### src/rtl/sensor_scanner_if.sv
// Shared request/acknowledge bus between the scanner and the four altitude sensors.
// The scanner is the master: it selects a sensor and requests; the sensor side acks with data.
interface sensor_scanner_if;
  logic [1:0] sens_sel;
  logic       sens_req;
  logic       sens_ack;
  logic [7:0] sens_data;

  modport master (output sens_sel, sens_req, input  sens_ack, sens_data);
  modport slave  (input  sens_sel, sens_req, output sens_ack, sens_data);
endinterface

### src/rtl/sensor_scanner.sv
// Polls four altitude sensors in turn and publishes all readings together on DONE entry.
// A sensor that stays silent for TIMEOUT REQ cycles reads as 0 with its fault bit set.

// One lane per sensor: a shadow reading/fault captured during the scan, and a published copy.
module sensor_scanner_lane #(
  parameter int VEC_W = 8
) (
  input  logic             clk,
  input  logic             rst,
  input  logic             clr,
  input  logic             cap,
  input  logic             cap_flt,
  input  logic             commit,
  input  logic [VEC_W-1:0] cap_data,
  output logic [VEC_W-1:0] rd,
  output logic             flt
);
  logic [VEC_W-1:0] shadow_q, shadow_d, rd_q, rd_d;
  logic             sflt_q, sflt_d, flt_q, flt_d;

  always_comb begin
    shadow_d = cap ? cap_data : shadow_q;
    sflt_d   = cap ? cap_flt : (clr ? 1'b0 : sflt_q);
    rd_d     = commit ? shadow_q : rd_q;
    flt_d    = commit ? sflt_q : flt_q;
  end

  always_ff @(posedge clk or posedge rst) begin
    if (rst) begin
      shadow_q <= '0;
      sflt_q   <= 1'b0;
      rd_q     <= '0;
      flt_q    <= 1'b0;
    end else begin
      shadow_q <= shadow_d;
      sflt_q   <= sflt_d;
      rd_q     <= rd_d;
      flt_q    <= flt_d;
    end
  end

  assign rd  = rd_q;
  assign flt = flt_q;
endmodule

module sensor_scanner #(
  parameter int TIMEOUT = 15
) (
  input  logic                    clk,
  input  logic                    rst,
  input  logic                    start,
  sensor_scanner_if.master        bus,
  output logic [7:0]              sensor1,
  output logic [7:0]              sensor2,
  output logic [7:0]              sensor3,
  output logic [7:0]              sensor4,
  output logic [3:0]              fault,
  output logic                    valid,
  output logic                    busy
);
  localparam int NUM_LANES = 4;
  localparam int VEC_W     = 8;
  localparam logic [7:0] TMO_LAST = 8'(TIMEOUT - 1);

  typedef enum logic [1:0] {IDLE, REQ, GAP, DONE} state_t;

  state_t     state_q, state_d;
  logic [1:0] sel_q, sel_d;
  logic [7:0] cnt_q, cnt_d;
  logic       req_q, req_d;
  logic       busy_q, busy_d;
  logic       valid_q, valid_d;

  logic                            hit, tmo, clr, commit;
  logic [VEC_W-1:0]                cap_data;
  logic [NUM_LANES-1:0]            cap;
  logic [NUM_LANES-1:0][VEC_W-1:0] rd;
  logic [NUM_LANES-1:0]            flt;

  always_comb begin
    state_d = state_q;
    sel_d   = sel_q;
    cnt_d   = cnt_q;
    // Ack beats timeout when both land on the same edge.
    hit      = (state_q == REQ) && bus.sens_ack;
    tmo      = (state_q == REQ) && !bus.sens_ack && (cnt_q == TMO_LAST);
    clr      = (state_q == IDLE) && start;
    commit   = (state_q == GAP) && (sel_q == 2'd3);
    cap_data = bus.sens_ack ? bus.sens_data : '0;

    case (state_q)
      IDLE: if (start) begin
        state_d = REQ;
        sel_d   = 2'd0;
        cnt_d   = 8'd0;
      end
      REQ: begin
        cnt_d = cnt_q + 8'd1;
        if (hit || tmo) state_d = GAP;
      end
      GAP: if (sel_q == 2'd3) begin
        state_d = DONE;
      end else begin
        sel_d   = sel_q + 2'd1;
        cnt_d   = 8'd0;
        state_d = REQ;
      end
      DONE:    state_d = IDLE;
      default: state_d = IDLE;
    endcase

    // Outputs are registered from the next state so they line up with it.
    req_d   = (state_d == REQ);
    busy_d  = (state_d != IDLE);
    valid_d = (state_d == DONE);

    for (int i = 0; i < NUM_LANES; i++)
      cap[i] = (hit || tmo) && (sel_q == 2'(i));
  end

  always_ff @(posedge clk or posedge rst) begin
    if (rst) begin
      state_q <= IDLE;
      sel_q   <= 2'd0;
      cnt_q   <= 8'd0;
      req_q   <= 1'b0;
      busy_q  <= 1'b0;
      valid_q <= 1'b0;
    end else begin
      state_q <= state_d;
      sel_q   <= sel_d;
      cnt_q   <= cnt_d;
      req_q   <= req_d;
      busy_q  <= busy_d;
      valid_q <= valid_d;
    end
  end

  for (genvar g = 0; g < NUM_LANES; g++) begin : g_lane
    sensor_scanner_lane #(.VEC_W(VEC_W)) u_lane (
      .clk      (clk),
      .rst      (rst),
      .clr      (clr),
      .cap      (cap[g]),
      .cap_flt  (tmo),
      .commit   (commit),
      .cap_data (cap_data),
      .rd       (rd[g]),
      .flt      (flt[g])
    );
  end

  assign bus.sens_sel = sel_q;
  assign bus.sens_req = req_q;
  assign sensor1      = rd[0];
  assign sensor2      = rd[1];
  assign sensor3      = rd[2];
  assign sensor4      = rd[3];
  assign fault        = flt;
  assign valid        = valid_q;
  assign busy         = busy_q;
endmodule
### src/flat_wrapper.sv
// flat-port wrapper written by rule: the top's interface ports become plain ports
module sensor_scanner_flat 
#(
  parameter int TIMEOUT = 15
)
  (clk, rst, start, sensor1, sensor2, sensor3, sensor4, fault, valid, busy, bus_sens_sel, bus_sens_req, bus_sens_ack, bus_sens_data);
  sensor_scanner_if bus_i ();
  input  logic clk;
  input  logic rst;
  input  logic start;
  output logic [7:0] sensor1;
  output logic [7:0] sensor2;
  output logic [7:0] sensor3;
  output logic [7:0] sensor4;
  output logic [3:0] fault;
  output logic valid;
  output logic busy;
  output wire logic [$bits(bus_i.sens_sel)-1:0] bus_sens_sel;
  output wire logic [$bits(bus_i.sens_req)-1:0] bus_sens_req;
  input wire logic [$bits(bus_i.sens_ack)-1:0] bus_sens_ack;
  input wire logic [$bits(bus_i.sens_data)-1:0] bus_sens_data;
  assign bus_sens_sel = bus_i.sens_sel;
  assign bus_sens_req = bus_i.sens_req;
  assign bus_i.sens_ack = bus_sens_ack;
  assign bus_i.sens_data = bus_sens_data;
  sensor_scanner #(.TIMEOUT(TIMEOUT)) u_core (.clk(clk), .rst(rst), .start(start), .bus(bus_i), .sensor1(sensor1), .sensor2(sensor2), .sensor3(sensor3), .sensor4(sensor4), .fault(fault), .valid(valid), .busy(busy));
endmodule
### config.mk
export PLATFORM = sky130hd
export DESIGN_NAME = sensor_scanner_flat
export DESIGN_NICKNAME = d
export VERILOG_FILES = /design/src/rtl/sensor_scanner_if.sv /design/src/rtl/sensor_scanner.sv /design/src/flat_wrapper.sv
export SDC_FILE = /design/constraint.sdc
export NUM_CORES = 1
export LEC_CHECK = 0
export CORE_UTILIZATION = 54
export DETAILED_ROUTE_END_ITERATION = 10
export GPL_ROUTABILITY_DRIVEN = 0
export GPL_TIMING_DRIVEN = 0
export MAX_ROUTING_LAYER = met4
export PLACE_DENSITY = 0.85
export SYNTH_ARGS = -nofsm -noshare
export SYNTH_HDL_FRONTEND = slang
export SYNTH_SLANG_ARGS = --single-unit
### constraint.sdc
create_clock -name clk -period 4 [get_ports clk]
set_clock_uncertainty 0.15 [all_clocks]
set_input_delay 0.6 -clock clk [delete_from_list [all_inputs] [get_ports clk]]
set_output_delay 0.6 -clock clk [all_outputs]
set_load 0.02 [all_outputs]
==> qor.yml <==
outcome: "completed"
clkPwrFrac_pct: 21.2
area_delta_synth_final_pct: 23.10
layout_common_cells: "nand2_1 (116), dfrtp_1 (87), clkdlybuf4s50_1 (52)"
reg2reg_depth: 6
pwr-share-seq_pct: 48.7
antenna_found_initial: 0
post-route-period-util_pct: 60.78
worst_slack_ns: 1.569
wire_per_inst_um: 15.80
clkSinkCount: 87
cp.depth: 6
hold_viol: 0
min_path_cells: 2
worst-path-buf-inv: 1
cts_tree: "yes"
cts_inserted_buffers: 9
nNetsFinal: 411
grt_first_pass_wirelength_mm: 12.72
yosysUniqueCellTypes: 35
path_cells: "inv_1, ha_1, or4b_4, o31ai_4, nand3_4, a22o_1"
cts.path.max_buffers: 2
dieArea_um2: 6971
drtIter0Drc: 148
max_freq_mhz: 411.3
start_util_pct: 56.15
vias: 2648
nFillCells: 478
syn_area_per_cell_um2: 10.90
required_ns: 4.09
grt_pass1_vias: 2632
p_switching_mw: 0.9042
drc: 0
synth_warnings: 0
ant_nets: 0
crit_slowest_cell: "o31ai_4"
critPathTopFamily: "compound AO/OA/AOI/OAI gates"
grt_usage_pct: 24.20
maxCapViolations: 0
max_stage_delay_ns: 0.51
hold_path.class: "register to register"
dpl.cell_count: 459
vdd_drop_max_mv: 0.3188
post-cts-setup-buffers: 0
p_leak_nw: 2.191
setup_violations: 0
dp_slack_ns: 1.587
cts.clk_slew.worst_paths_ns: 0.09
synthCells: 329
max-slew-margin-rel_pct: 60.43
num_antenna_cells: 0
reg2reg_from: "u_core.cnt_q[0]$_DFFE_PP0P_"
cts-root-buf: "clkbuf_8"
multi_input_area_um2: 1264
netlist_area_um2: 3586
drive_above_1_share_pct: 11.06
synth_edf_count: 0
port_buffers: 52
io_pins: 53
routed_wl_mm: 7.506
die_h_um: 83.49
rows: 29
ys_async_sr_fraction_pct: 100.0
viasPerCell: 5.575
grt_max_degree: 76
grt_setup_unrepaired: "false"
cts_hold_buf: 0
p_per_area_nw_per_um2: 599.0
htreeDepth: 3
ys_seq_area_share_pct: 60.71
ff2ff_setup_slack_ns: 1.57
intPower_mw: 1.740
mostFrequentLayoutCell: "nand2_1"
p_comb_share_pct: 30.2
path_max_fanout: 8
worst_pin_slew_ns: 0.5890
clock_latency_ns: 0.35
maxSlewViolCount: 0
overflow: 0
critPathLaunchType: "register"
drt_pass1_iterations: 4
r2r_end: "u_core.g_lane[1].u_lane.shadow_q[6]$_DFFE_PP0P_"
crit_arrival_ns: 2.52
regArea_um2: 2177
netSwitchingFraction_pct: 34.20
cts_resized: 0
worst-setup-path-type: "register to register"
syn_nets: 347
synth-seq-cells: 87
synth_flop_cell: "dfrtp_1"
hold_start: "u_core.g_lane[1].u_lane.rd[4]$_DFFE_PP0P_"
die_x_um: 83.49
fin_crit_ns: 2.431
dp_hpwl_mm: 5.235
min_to: "u_core.g_lane[1].u_lane.rd[4]$_DFFE_PP0P_"
coreArea_um2: 6386
end_kind: "register"
final_cells: 475
-- worst max path at each step --
stage,to,slack (ns),start
finish,u_core.g_lane[1].u_lane.shadow_q[6]$_DFFE_PP0P_,1.57,u_core.cnt_q[0]$_DFFE_PP0P_
global route,u_core.g_lane[1].u_lane.shadow_q[6]$_DFFE_PP0P_,1.46,u_core.cnt_q[0]$_DFFE_PP0P_
CTS,u_core.g_lane[1].u_lane.shadow_q[6]$_DFFE_PP0P_,1.55,u_core.cnt_q[0]$_DFFE_PP0P_
detailed placement,u_core.g_lane[1].u_lane.shadow_q[2]$_DFFE_PP0P_,1.59,u_core.cnt_q[0]$_DFFE_PP0P_
global placement,u_core.g_lane[0].u_lane.rd[2]$_DFFE_PP0P_,-0.17,rst
floorplan,u_core.bus.sens_req$_DFF_PP0_,1.0,rst
-- per-layer routing --
metal,wire (um),global-route usage (%),part of all wire [%]
met1,3322,32.16,44
met2,3701,37.48,49
met3,351,3.858,4.7
met4,131,10.32,1.7
met5,0,-,0
-- cell families after synthesis --
family / after synthesis / synth area share, %
buffers and inverters: 25 / 4.047
DFF: 87 / 60.71
AOI/OAI and AO/OA: 53 / 12.18
xor gates and xnor gates: 3 / 0.7329
muxes: 2 / 0.6280
adders and majority gates: 6 / 2.093
and+or+nand+nor: 153 / 19.61
-- state kept, by name, summed over array words and instances, names as in the netlist --
name and cells:
u_core.g_lane.u_lane.rd 32, u_core.valid 1, u_core.busy 1, u_core.bus.sens_req 1
u_core.cnt_q 8, u_core.bus.sens_sel 2, u_core.g_lane.u_lane.flt 4, u_core.state_q 2
u_core.g_lane.u_lane.sflt_q 4, u_core.g_lane.u_lane.shadow_q 32
-- power by group through the flow --
stage / Clock, mW / Combinational (mW) / Sequential (mW)
3_3_place_gp: 0 / 0.764 / 1.28
2_1_floorplan: 0 / 0.469 / 1.33
4_1_cts: 0.573 / 0.806 / 1.28
5_1_grt: 0.611 / 0.871 / 1.31
3_5_place_dp: 0 / 0.797 / 1.30
6_report: 0.560 / 0.798 / 1.29
-- tightest hold or removal path: cells and delay by family, from the launching register on --
kind	cells	cell delay, ns
DFF	1	0.35
and+or+nand+nor	2	0.10
-- metrics by stage --
| step | hold WS, ns | total power [mW] | TNS (ns) | cell area (um^2) | util, % |
|---|---|---|---|---|---|
| after floorplan | 0.2894 | 1.797 | 0 | 3586 | - |
| after global placement | 0.3061 | 2.048 | -14.55 | 4203 | 65.81 |
| after detailed placement | 0.3108 | 2.093 | 0 | 4233 | 66.28 |
| after CTS | 0.3332 | 2.659 | 0 | 4414 | 69.12 |
| after global routing | 0.3468 | 2.796 | 0 | 4414 | 69.12 |
| final | 0.3284 | 2.644 | 0 | 4414 | 69.12 |
-- synthesized netlist by cell type, types with 3 or more instances --
cell type | instances | area, um^2
and3_2 | 3 | 22.52
clkbuf_1 | 9 | 33.78
inv_1 | 5 | 18.77
nand3_1 | 3 | 15.01
a32oi_1 | 4 | 35.03
nand3_4 | 4 | 70.07
a21oi_1 | 4 | 20.02
dfrtp_1 | 87 | 2177
buf_4 | 7 | 52.55
nand2_1 | 116 | 435.4
o21ai_0 | 6 | 30.03
a22o_1 | 36 | 315.3
ha_1 | 6 | 75.07
nor2_1 | 10 | 37.54
-- final cells by class --
| class | instances | area share [%] |
|---|---|---|
| sequential | 87 | 49.32 |
| clock buffer | 9 | 2.806 |
| tap | 77 | 2.183 |
| multi-input combinational | 217 | 28.63 |
| inverter | 6 | 0.5669 |
| clock inverter | 7 | 1.304 |
| buffer | 19 | 2.778 |
| timing repair buffer | 53 | 12.41 |
Power figures use the tool's default switching activity.
